$ cat config.mk
export PLATFORM = sky130hd
export DESIGN_NAME = uart_rx_deser
export DESIGN_NICKNAME = d
export VERILOG_FILES = /design/src/rtl/uart_rx_deser.sv
export SDC_FILE = /design/constraint.sdc
export NUM_CORES = 1
export LEC_CHECK = 0
export CAP_MARGIN = 5
export CORE_ASPECT_RATIO = 0.6
export CORE_MARGIN = 4
export CORE_UTILIZATION = 54
export CTS_CLUSTER_SIZE = 8
export DETAILED_ROUTE_END_ITERATION = 8
export PLACE_DENSITY = 0.77
export REMOVE_ABC_BUFFERS = 1
export SLEW_MARGIN = 20
export SYNTH_ARGS = -nofsm -noshare
export SYNTH_HDL_FRONTEND = slang
export SYNTH_SLANG_ARGS = --single-unit
$ cat constraint.sdc
create_clock -name Clk -period 1.7 [get_ports Clk]
set_input_delay 0.34 -clock Clk [delete_from_list [all_inputs] [get_ports Clk]]
set_output_delay 0.34 -clock Clk [all_outputs]
set_load 0.02 [all_outputs]
$ cat src/rtl/uart_rx_deser.sv
// UART receiver: 2-flop synchronised rx_in, 8 data bits LSB first, one stop bit, sticky error flags.
// Define UART_RX_PARITY_EN to add an even-parity bit after bit 7 and the parity_err output.
module uart_rx_deser #(
    parameter int CLKS_PER_BIT = 16
) (
    input  logic       Clk,
    input  logic       reset,
    input  logic       rx_in,
    input  logic       rx_ack,
    output logic [7:0] data_out,
    output logic       data_valid,
    output logic       frame_err,
    output logic       overrun_err,
`ifdef UART_RX_PARITY_EN
    output logic       parity_err,
`endif
    output logic       busy
);

    localparam int            CW      = $clog2(CLKS_PER_BIT);
    localparam logic [CW-1:0] HALF_M1 = CW'(CLKS_PER_BIT / 2 - 1);
    localparam logic [CW-1:0] FULL_M1 = CW'(CLKS_PER_BIT - 1);

    typedef enum logic [2:0] {
        IDLE   = 3'd0,
        START  = 3'd1,
        DATA   = 3'd2,
`ifdef UART_RX_PARITY_EN
        PARITY = 3'd3,
`endif
        STOP   = 3'd4
    } state_t;

    state_t        state_q, state_d;
    logic          rx_meta_q, rx_sync_q, rx_prev_q;
    logic [CW-1:0] cnt_q, cnt_d;
    logic [2:0]    bit_q, bit_d;
    logic [7:0]    shreg_q, shreg_d;
    logic [7:0]    data_q, data_d;
    logic          dv_q, dv_d;
    logic          fe_q, fe_d;
    logic          ov_q, ov_d;
    logic          good_stop;
`ifdef UART_RX_PARITY_EN
    logic          pe_q, pe_d;
    logic          pbad_q, pbad_d;
`endif

    always_ff @(posedge Clk or posedge reset) begin
        if (reset) begin
            rx_meta_q <= 1'b1;
            rx_sync_q <= 1'b1;
            rx_prev_q <= 1'b1;
            state_q   <= IDLE;
            cnt_q     <= '0;
            bit_q     <= '0;
            shreg_q   <= '0;
            data_q    <= '0;
            dv_q      <= 1'b0;
            fe_q      <= 1'b0;
            ov_q      <= 1'b0;
`ifdef UART_RX_PARITY_EN
            pe_q      <= 1'b0;
            pbad_q    <= 1'b0;
`endif
        end else begin
            rx_meta_q <= rx_in;
            rx_sync_q <= rx_meta_q;
            rx_prev_q <= rx_sync_q;
            state_q   <= state_d;
            cnt_q     <= cnt_d;
            bit_q     <= bit_d;
            shreg_q   <= shreg_d;
            data_q    <= data_d;
            dv_q      <= dv_d;
            fe_q      <= fe_d;
            ov_q      <= ov_d;
`ifdef UART_RX_PARITY_EN
            pe_q      <= pe_d;
            pbad_q    <= pbad_d;
`endif
        end
    end

`ifdef UART_RX_PARITY_EN
    assign good_stop = rx_sync_q && !pbad_q;
`else
    assign good_stop = rx_sync_q;
`endif

    always_comb begin
        state_d = state_q;
        cnt_d   = cnt_q;
        bit_d   = bit_q;
        shreg_d = shreg_q;
        data_d  = data_q;
        dv_d    = dv_q;
        fe_d    = fe_q;
        ov_d    = ov_q;
`ifdef UART_RX_PARITY_EN
        pe_d    = pe_q;
        pbad_d  = pbad_q;
`endif
        // Ack clears first; events in this same cycle then override it.
        if (rx_ack) begin
            dv_d = 1'b0;
            fe_d = 1'b0;
            ov_d = 1'b0;
`ifdef UART_RX_PARITY_EN
            pe_d = 1'b0;
`endif
        end

        case (state_q)
            IDLE: begin
                cnt_d = '0;
                bit_d = '0;
`ifdef UART_RX_PARITY_EN
                pbad_d = 1'b0;
`endif
                // A falling edge needs rx_prev_q=1, so after a framing error the
                // line must be seen high before another start is accepted.
                if (rx_prev_q && !rx_sync_q) begin
                    state_d = START;
                end
            end
            START: begin
                if (cnt_q == HALF_M1) begin
                    cnt_d   = '0;
                    state_d = rx_sync_q ? IDLE : DATA;
                end else begin
                    cnt_d = cnt_q + 1'b1;
                end
            end
            DATA: begin
                if (cnt_q == FULL_M1) begin
                    cnt_d   = '0;
                    shreg_d = {rx_sync_q, shreg_q[7:1]};
                    bit_d   = bit_q + 3'd1;
                    if (bit_q == 3'd7) begin
`ifdef UART_RX_PARITY_EN
                        state_d = PARITY;
`else
                        state_d = STOP;
`endif
                    end
                end else begin
                    cnt_d = cnt_q + 1'b1;
                end
            end
`ifdef UART_RX_PARITY_EN
            PARITY: begin
                if (cnt_q == FULL_M1) begin
                    cnt_d   = '0;
                    state_d = STOP;
                    if ((^shreg_q) != rx_sync_q) begin
                        pbad_d = 1'b1;
                        pe_d   = 1'b1;
                    end
                end else begin
                    cnt_d = cnt_q + 1'b1;
                end
            end
`endif
            STOP: begin
                if (cnt_q == FULL_M1) begin
                    cnt_d   = '0;
                    state_d = IDLE;
                    if (!rx_sync_q) begin
                        fe_d = 1'b1;
                    end else if (good_stop) begin
                        if (!dv_q || rx_ack) begin
                            data_d = shreg_q;
                            dv_d   = 1'b1;
                        end else begin
                            ov_d = 1'b1;
                        end
                    end
                end else begin
                    cnt_d = cnt_q + 1'b1;
                end
            end
            default: begin
                state_d = IDLE;
                cnt_d   = '0;
            end
        endcase
    end

    assign data_out    = data_q;
    assign data_valid  = dv_q;
    assign frame_err   = fe_q;
    assign overrun_err = ov_q;
`ifdef UART_RX_PARITY_EN
    assign parity_err  = pe_q;
`endif
    assign busy        = (state_q != IDLE);

endmodule
==> flow_summary.ini, run 1 <==
[global_route]
grt_use_met3_pct = 8.55
grt_pass1_vias = 910
grt_use_met2_pct = 27.3
grt.busiest_layer = met2
grt_pass1_wl_um = 4580
grt.total_usage_pct = 18.8
antenna_found_initial = 0
overflow = 0
grt_max_degree = 33
met1_usage_pct = 25.6

[worst_setup_path]
crit_path_max_incr_delay_ps = 410
worst_setup_path_end_kind = flop
worst-path-stages = 4
critPathMaxFanout = 8
endpoint = data_out[0]$_DFFE_PP0P_
r2r_end = data_out[0]$_DFFE_PP0P_
crit_slowest_cell = dfrtp_1
crit_required_ps = 1860
critical_path_class = flop to flop
reg2reg_slack_ps = 80
path_buf_inv = 0
crit_chain = ha_1 -> and3_2 -> nand4_4 -> mux2_2
critPathLaunchType = flop
rr_startpoint = cnt_q[0]$_DFF_PP0_
ff2ff_path_depth = 4
critPathTopFamily = simple AND/OR/NAND/NOR gates
cp.arrival_ps = 1780
cp-startpoint = cnt_q[0]$_DFF_PP0_

[place]
dpl.hpwl_um = 1890
port_buffers = 15
gp_congestion = 0.805
place_area_um2 = 1640

[clock_network]
htreeDepth = 2
post_cts_buffers = 0
cts.clk_slew.worst_paths_ps = 60
clk_latency_ps = 280
cts_tree = yes
clk_path_buf_depth = 2
clock-sinks = 32
root_buffer = clkbuf_8
cts_buffers = 5

[floorplanning]
coreArea_um2 = 2310
die_area_um2 = 3490
row_count = 13
fp.dieH_um = 47.4
die_w_um = 73.6
ios = 16
start_util_pct = 60.4

[timing]
layout_min_cycle_time_ps = 1620
finalCritPeriodShare_pct = 95.0
setup_viol = 0
rsz0062_at_grt = false
relSlewSlack_pct = 73.4
skew_ps = 6.13
slew_viol_final = 0
final_hold_viol_count = 0
finalSetupTns_ps = 0
whs_ps = 361
max_freq_ghz = 0.619
worst_pin_slew_ps = 399

[routing]
antenna_left = 0
totalWireLength_um = 2670
drcViolationCount = 0
avgViaCountPerCell = 5.49
drtIter0Drc = 62
first_pass_iters = 4
drt-wirelength-per-cell_um = 16.4
num_vias = 895

[yosys]
postSynthCellCount = 103
syn_area_per_cell_um2 = 13.5
ys.flop_type = dfrtp_1
yosysMostFrequentCell = dfrtp_1
synth_top_area_cell = dfrtp_1
synthArstFlopShare_pct = 100
ys_warn_count = 0
synth.area.top_cells = dfrtp_1 (52%), mux2_2 (15%), dfstp_2 (5.7%), ha_1 (2.7%), nor3b_1 (1.6%)
yosys.area.top_type_share_pct = 52.0
ys_ff_latch = 32
synth_edf_count = 0
synth.distinct_cells = 34
yosysSeqAreaShare_pct = 57.7
syn_area_um2 = 1400
synthTopCellsByCount = dfrtp_1 (29), mux2_2 (18), nand2_1 (5), nor2_1 (5)

[pwr]
vdd_drop_max_mv = 1.31
p_leak_uw = 0.000839
pwr_density_cell_nw_per_um2 = 1070

[layout]
syn_to_final_growth_pct = 23.8
nets = 139
finalInstanceArea_um2 = 1730
antenna_cells = 0
layout-drive-gt1-share_pct = 33.8

[min_path]
hold_path_class = flop to flop

[status]
status = completed

[flow_run]
drv_cap = 0
-- cells by family (layout without fill, tap and decap cells) --
family	after synthesis	after routing	share of synthesized area [%]
and+or+nand+nor	26	26	12.7
adders and majority gates	3	3	2.69
buffers and inverters	7	37	2.60
DFF	32	32	57.7
muxes	19	19	15.2
xor gates and xnor gates	3	3	1.88
AOI/OAI and AO/OA	13	13	7.18
-- where the power goes --
group          switching [µW]  internal (µW)  total (µW)
Clock                     268            330         598
Sequential               30.9            811         841
Combinational             231            182         413
-- how the worst min path moves through the flow --
| stage | start | endpoint | slack [ps] | depth (start not counted) |
|---|---|---|---|---|
| finish | rx_meta_q$_DFF_PP1_ | good_stop$_DFF_PP1_ | 360 | 0 |
| global route | rx_meta_q$_DFF_PP1_ | good_stop$_DFF_PP1_ | 370 | 0 |
| CTS | rx_meta_q$_DFF_PP1_ | good_stop$_DFF_PP1_ | 360 | 0 |
| detailed placement | rx_meta_q$_DFF_PP1_ | good_stop$_DFF_PP1_ | 350 | 0 |
| global placement | rx_meta_q$_DFF_PP1_ | good_stop$_DFF_PP1_ | 350 | 0 |
| floorplan | rx_in | rx_meta_q$_DFF_PP1_ | 340 | 0 |
-- worst reg2reg max path, cell delays in order (launching register included) --
cell and delay, ps:
dfrtp_1 410, ha_1 230, and3_2 300, nand4_4 200
mux2_2 360
-- routing by layer --
metal / vias up / wire length, µm / share of wire [%]
met5: - / 0 / 0
met4: 0 / 0 / 0
met3: 0 / 162 / 6.1
met2: 21 / 1190 / 44
met1: 449 / 1320 / 50
li1: 425 / - / -
-- cell usage in the layout (no fill, tap or decap), types with 2 or more instances in the layout --
| cell | synthesis | layout |
|---|---|---|
| dfrtp_1 | 29 | 29 |
| mux2_2 | 18 | 18 |
| clkdlybuf4s50_1 | 0 | 14 |
| buf_4 | 0 | 11 |
| clkbuf_8 | 0 | 6 |
| nor2_1 | 5 | 5 |
| nand2_1 | 5 | 5 |
| nor3b_1 | 3 | 3 |
| inv_1 | 3 | 3 |
| ha_1 | 3 | 3 |
| dfstp_2 | 3 | 3 |
| nand2b_1 | 2 | 2 |
| nand3_1 | 2 | 2 |
| xor2_1 | 2 | 2 |
| o21a_1 | 2 | 2 |
| a41oi_1 | 2 | 2 |
| a22o_1 | 2 | 2 |
| a21oi_1 | 2 | 2 |
| clkbuf_1 | 1 | 2 |
-- final cells by class --
type	instances	area (µm²)
clock buffer	8	90.1
fill	154	583
inverter	3	11.3
multi-input combinational	64	556
sequential	32	805
tap	30	37.5
timing repair buffer	26	228
-- registers in the layout, summed over array words and instances (netlist names) --
| register | count |
|---|---|
| shreg_q | 8 |
| overrun_err | 1 |
| data_valid | 1 |
| rx_prev_q | 1 |
| data_out | 8 |
| bit_q | 3 |
| good_stop | 1 |
| frame_err | 1 |
| rx_meta_q | 1 |
| state_q | 3 |
| cnt_q | 4 |
-- stage by stage --
stage / util (%) / total power [µW] / instances / worst slack, ps
final: 74.8 / 1850 / 163 / 84.6
after global routing: 74.8 / 1960 / 163 / 28.2
after CTS: 75.0 / 1880 / 163 / 23.6
after detailed placement: 71.0 / 1280 / 155 / 12.3
after global placement: 71.0 / 1260 / 155 / 55.9
after floorplan: - / 1090 / 99 / 87.7
-- what timing repair did --
item	CTS	global route
setup endpoints to repair	2	1
hold buffers	0	0
cloned	0	0
gates resized for setup	4	1
Power figures use the tool's default switching activity.
==> run 2: changes to the inputs <==
--- a/config.mk
+++ b/config.mk
@@ -8,10 +8,10 @@
 export CAP_MARGIN = 5
 export CORE_ASPECT_RATIO = 0.6
 export CORE_MARGIN = 4
-export CORE_UTILIZATION = 54
+export CORE_UTILIZATION = 45
 export CTS_CLUSTER_SIZE = 8
 export DETAILED_ROUTE_END_ITERATION = 8
-export PLACE_DENSITY = 0.77
+export PLACE_DENSITY = 0.66
 export REMOVE_ABC_BUFFERS = 1
 export SLEW_MARGIN = 20
 export SYNTH_ARGS = -nofsm -noshare
==> constraint.sdc (replaced) <==
create_clock -name Clk -period 1.6 [get_ports Clk]
set_input_delay 0.32 -clock Clk [delete_from_list [all_inputs] [get_ports Clk]]
set_output_delay 0.32 -clock Clk [all_outputs]
set_load 0.02 [all_outputs]
==> run 2 against run 1 <==
Against the previous run: sequential cell count did not move; design area grew 3.5%; die area is 17% higher; final cell count rose by 8.0%; utilization fell by 13 points; first-iteration DRC count shrank 44%; hold slack got worse by 4.1 ps; non-clock buffer count grew 1; via count is 2.8% lower.
==> flow_summary.ini, run 2 (synthesized netlist as in run 1, its figures left out) <==
[status]
status = completed

[routing]
totalWireLength_um = 2380
drtIter0Drc = 35
antenna_left = 0
drcViolationCount = 0
first_pass_iters = 4
drt-wirelength-per-cell_um = 13.5
avgViaCountPerCell = 4.94
num_vias = 870

[layout]
layout-drive-gt1-share_pct = 35.1
finalInstanceArea_um2 = 1790
regArea_um2 = 805
final_common_cell = dfrtp_1
antenna_cells = 0
syn_to_final_growth_pct = 28.1
multiInputGateArea_um2 = 571
fin_cells = 176
final_cell_mix = dfrtp_1 (29), mux2_2 (18), buf_4 (12)
fillers = 221
nets = 140

[place]
gp_congestion = 0.759
dpl.hpwl_um = 1740
place_area_um2 = 1680
port_buffers = 15
placed_cells = 168

[global_route]
grt_pass1_vias = 851
grt.total_usage_pct = 13.9
grt_max_degree = 33
grt_pass1_wl_um = 4080
overflow = 0
antenna_found_initial = 0

[min_path]
hold_path_class = flop to flop
hold_depth = 0

[worst_setup_path]
critPathLaunchType = flop
path_buf_inv = 0
cp.arrival_ps = 1730
critPathTopFamily = adder cells
cpMostUsedCell = ha_1
crit_path_max_incr_delay_ps = 410
critical_path_class = flop to flop
crit_chain = ha_1 -> ha_1 -> nor3b_1 -> mux2_2 -> a22o_1
crit_required_ps = 1770
crit_slowest_cell = dfrtp_1
critPathMaxFanout = 3
worst-path-stages = 5
worst_setup_path_end_kind = flop
ff2ff_path_depth = 5

[floorplanning]
die_area_um2 = 4080
ios = 16
fp.dieH_um = 51.1
row_count = 15
start_util_pct = 48.0
coreArea_um2 = 2910
die_w_um = 79.9

[timing]
relSlewSlack_pct = 84.0
skew_ps = 6.74
slew_viol_final = 0
finalCritPeriodShare_pct = 97.5
finalSetupTns_ps = 0
final_hold_viol_count = 0
setup_viol = 0
max_freq_ghz = 0.641
layout_min_cycle_time_ps = 1560
worst_pin_slew_ps = 238

[clock_network]
cts_buffers = 5
hold_buffers = 0
clock-sinks = 32
cts.clk_slew.worst_paths_ps = 60
clk_latency_ps = 280
cts_tree = yes
htreeDepth = 2
root_buffer = clkbuf_8
clk_path_buf_depth = 2

[pwr]
vdd_drop_max_mv = 0.866
swShare_pct = 27.6
power_frac_comb_pct = 23.5
intPower_uw = 1430
pwr_density_cell_nw_per_um2 = 1110
switching_power_uw = 546
p_leak_uw = 0.000905
clock_power_share_pct = 31.3
pwr-share-seq_pct = 45.2

[flow_run]
drv_cap = 0
-- run 2: what timing repair did --
action | 4_1_cts | 5_1_grt
setup buffers | 0 | 0
endpoints found under the setup margin | 20 | 21
pin swaps | 1 | 1
resized for setup | 5 | 7
-- run 2: worst reg2reg max path: cells and delay by family (launching register included) --
family / cells / cell delay (ps)
fa+ha+maj: 2 / 480
flops: 1 / 410
mux: 1 / 260
compound gates: 1 / 180
simple gates: 1 / 130
-- run 2: through the flow --
| stage | power (µW) | utilization [%] | hold slack [ps] | worst slack, ps |
|---|---|---|---|---|
| 6_report | 1980 | 61.4 | 357 | 40.0 |
| 5_1_grt | 2100 | 61.4 | 368 | -2.34 |
| 4_1_cts | 1980 | 60.6 | 358 | 11.1 |
| 3_5_place_dp | 1360 | 57.6 | 349 | -61.1 |
| 3_3_place_gp | 1350 | 57.6 | 347 | -15.5 |
| 2_1_floorplan | 1160 | - | 324 | -12.3 |
-- run 2: power groups by stage --
stage / Sequential, µW / Clock [µW] / Combinational, µW
2_1_floorplan: 947 / 0 / 215
3_3_place_gp: 903 / 0 / 443
3_5_place_dp: 905 / 0 / 452
4_1_cts: 891 / 647 / 438
5_1_grt: 900 / 690 / 509
6_report: 894 / 619 / 464
-- run 2: layout make-up --
cell class	count	share of cell area [%]
Inverter	3	0.630
Timing Repair Buffer	27	14.4
Clock buffer	8	5.04
Tap cell	42	2.94
Sequential cell	32	45.0
Multi-Input combinational cell	64	31.9
-- run 2: final timing paths --
check	startpoint	end	slack, ps
setup / recovery	bit_q[0]$_DFFE_PP0P_	bit_q[2]$_DFFE_PP0P_	40
min in group asynchronous	reset	data_out[2]$_DFFE_PP0P_	390
max in group asynchronous	reset	rx_meta_q$_DFF_PP1_	970
hold / removal	rx_meta_q$_DFF_PP1_	good_stop$_DFF_PP1_	360
hold reg to reg	rx_meta_q$_DFF_PP1_	good_stop$_DFF_PP1_	360
setup reg to reg	bit_q[0]$_DFFE_PP0P_	bit_q[2]$_DFFE_PP0P_	40
-- run 2: per-layer routing --
| metal | GRT usage, % | vias up | share of wire [%] | wire (µm) |
|---|---|---|---|---|
| met5 | 0 | - | 0 | 0 |
| met3 | 5.28 | 3 | 5.6 | 134 |
| met1 | 19.9 | 416 | 52 | 1240 |
| met4 | 6.74 | 0 | 1.3 | 31 |
| li1 | - | 425 | - | - |
| met2 | 18.0 | 26 | 41 | 972 |
==> run 3: changes to the inputs <==
--- a/config.mk
+++ b/config.mk
@@ -11,7 +11,7 @@
 export CORE_UTILIZATION = 45
 export CTS_CLUSTER_SIZE = 8
 export DETAILED_ROUTE_END_ITERATION = 8
-export PLACE_DENSITY = 0.66
+export PLACE_DENSITY = 0.69
 export REMOVE_ABC_BUFFERS = 1
 export SLEW_MARGIN = 20
 export SYNTH_ARGS = -nofsm -noshare
==> constraint.sdc (replaced) <==
create_clock -name Clk -period 1.3 [get_ports Clk]
set_input_delay 0.26 -clock Clk [delete_from_list [all_inputs] [get_ports Clk]]
set_output_delay 0.26 -clock Clk [all_outputs]
set_load 0.02 [all_outputs]
==> run 3 against run 2 <==
Against the previous run: the flow now finishes with violations (negative setup slack); fmax rose by 2.7%; clock power grew 36%; power up 44%; die area is the same; sequential cell count unchanged; clock skew shrank 1.4 ps; count of clock-buffer cells in the layout unchanged; critical path type unchanged.
==> flow_summary.ini, run 3 (synthesized netlist as in run 1, its figures left out) <==
[status]
status = complete, but fails checks
violations = negative setup slack

[global_route]
overflow = 0
grt_max_degree = 33
grt.total_usage_pct = 18.1
grt_pass1_vias = 1029
grt_pass1_wl_um = 5380
antenna_found_initial = 0

[clock_network]
root_buffer = clkbuf_8
clock-sinks = 32
cts_tree = yes
cts_buffers = 5
clk_path_buf_depth = 2
clk_latency_ps = 290
hold_buffers = 0
htreeDepth = 2
cts.clk_slew.worst_paths_ps = 70

[pwr]
switching_power_uw = 822
power_frac_comb_pct = 31.9
intPower_uw = 2030
pwr-share-seq_pct = 38.6
swShare_pct = 28.8
pwr_density_cell_nw_per_um2 = 1380
vdd_drop_max_mv = 1.07
clock_power_share_pct = 29.4
total_power_uw = 2850
p_leak_uw = 0.00103

[place]
dpl.hpwl_um = 2050
place_area_um2 = 1720
pre_cts_slack_ps = -358
port_buffers = 15
gp_congestion = 0.743

[layout]
fin_util_pct = 70.9
finalInstanceArea_um2 = 2060
final_common_cell = dfrtp_1
antenna_cells = 0
nets = 161
final_cell_mix = dfrtp_1 (29), buf_4 (23), mux2_2 (14)
syn_to_final_growth_pct = 47.8
layout-drive-gt1-share_pct = 52.3

[routing]
avgViaCountPerCell = 5.23
first_pass_iters = 2
antenna_left = 0
num_vias = 1031
drtIter0Drc = 33
totalWireLength_um = 3290
drt-wirelength-per-cell_um = 16.7
drcViolationCount = 0

[worst_setup_path]
critPathLaunchType = flop
crit_required_ps = 1470
cp-startpoint = bit_q[0]$_DFFE_PP0P_
cp.arrival_ps = 1690
rr_startpoint = bit_q[0]$_DFFE_PP0P_
worst_setup_path_end_kind = flop
critPathMaxFanout = 2
critical_path_class = flop to flop

[floorplanning]
coreArea_um2 = 2910
ios = 16
start_util_pct = 48.0
die_area_um2 = 4080
die_w_um = 79.9
fp.dieH_um = 51.1
row_count = 15

[timing]
worst_pin_slew_ps = 247
skew_ps = 5.34
setup_viol = 29
whs_ps = 314
finalCritPeriodShare_pct = 117
slew_viol_final = 0
final.setup.worst_slack_ps = -219
max_freq_ghz = 0.658
rsz0062_at_grt = true
final_hold_viol_count = 0
relSlewSlack_pct = 83.5
layout_min_cycle_time_ps = 1520

[flow_run]
drv_cap = 0

[min_path]
hold_path_class = input port to async pin
## run 3: changes by cell type in the layout (fill, tap and decap cells not counted), sizes merged
cell           delta
buf              +20
dlymetal6s2s      -3
clkdlybuf4s50     -8
dlygate4sd2      +10
nand3             +1
clkdlybuf4s15     +1
## run 3: area by class of cell
type	count	area, µm²
repair buffers	47	425
well taps	42	52.6
fillers	201	847
multi-input cells	65	668
clock buffers	8	100
flip-flops and latches	32	805
inverters	3	11.3
## run 3: stage by stage
stage / setup TNS, ps / std cells
after CTS: -2580 / 189
after global placement: -5050 / 174
final: -3400 / 197
after detailed placement: -7050 / 174
after global routing: -5340 / 197
after floorplan: -5240 / 99
## run 3: critical path: stages (launching register included)
cell	delay [ps]
dfrtp_1	400
ha_2	220
ha_4	210
nor3b_2	140
mux2_4	250
a22o_1	200
## run 3: per-layer routing
metal  global-route usage (%)  vias up  part of all wire (%)
met5                        0        -                     0
met4                     5.90        0                  0.97
met3                     6.51        4                   4.2
met2                     27.2       18                    48
met1                     24.4      535                    47
li1                         -      474                     -
## run 3: power by group through the flow
stage / Combinational (µW) / Clock (µW) / Sequential (µW)
CTS: 732 / 859 / 1100
detailed placement: 598 / 0 / 1110
global route: 977 / 905 / 1110
finish: 910 / 839 / 1100
global placement: 570 / 0 / 1100
floorplan: 264 / 0 / 1170
## run 3: final timing paths
path / slack, ps / cells after the start / to
setup / recovery: -220 / 5 / bit_q[2]$_DFFE_PP0P_
hold / removal: 310 / 3 / shreg_q[2]$_DFFE_PP0P_
setup reg to reg: -220 / 5 / bit_q[2]$_DFFE_PP0P_
hold reg to reg: 360 / 0 / good_stop$_DFF_PP1_
max in group asynchronous: 730 / 3 / rx_meta_q$_DFF_PP1_
min in group Clk: 360 / 0 / good_stop$_DFF_PP1_
## run 3: repair_timing
item                                    in CTS  in global routing
hold endpoints to repair                     0                  0
pin swaps                                   10                  9
buffers inserted                             6                  9
gates cloned                                 1                  0
gates resized for setup                     34                 16
endpoints found under the setup margin      38                 30
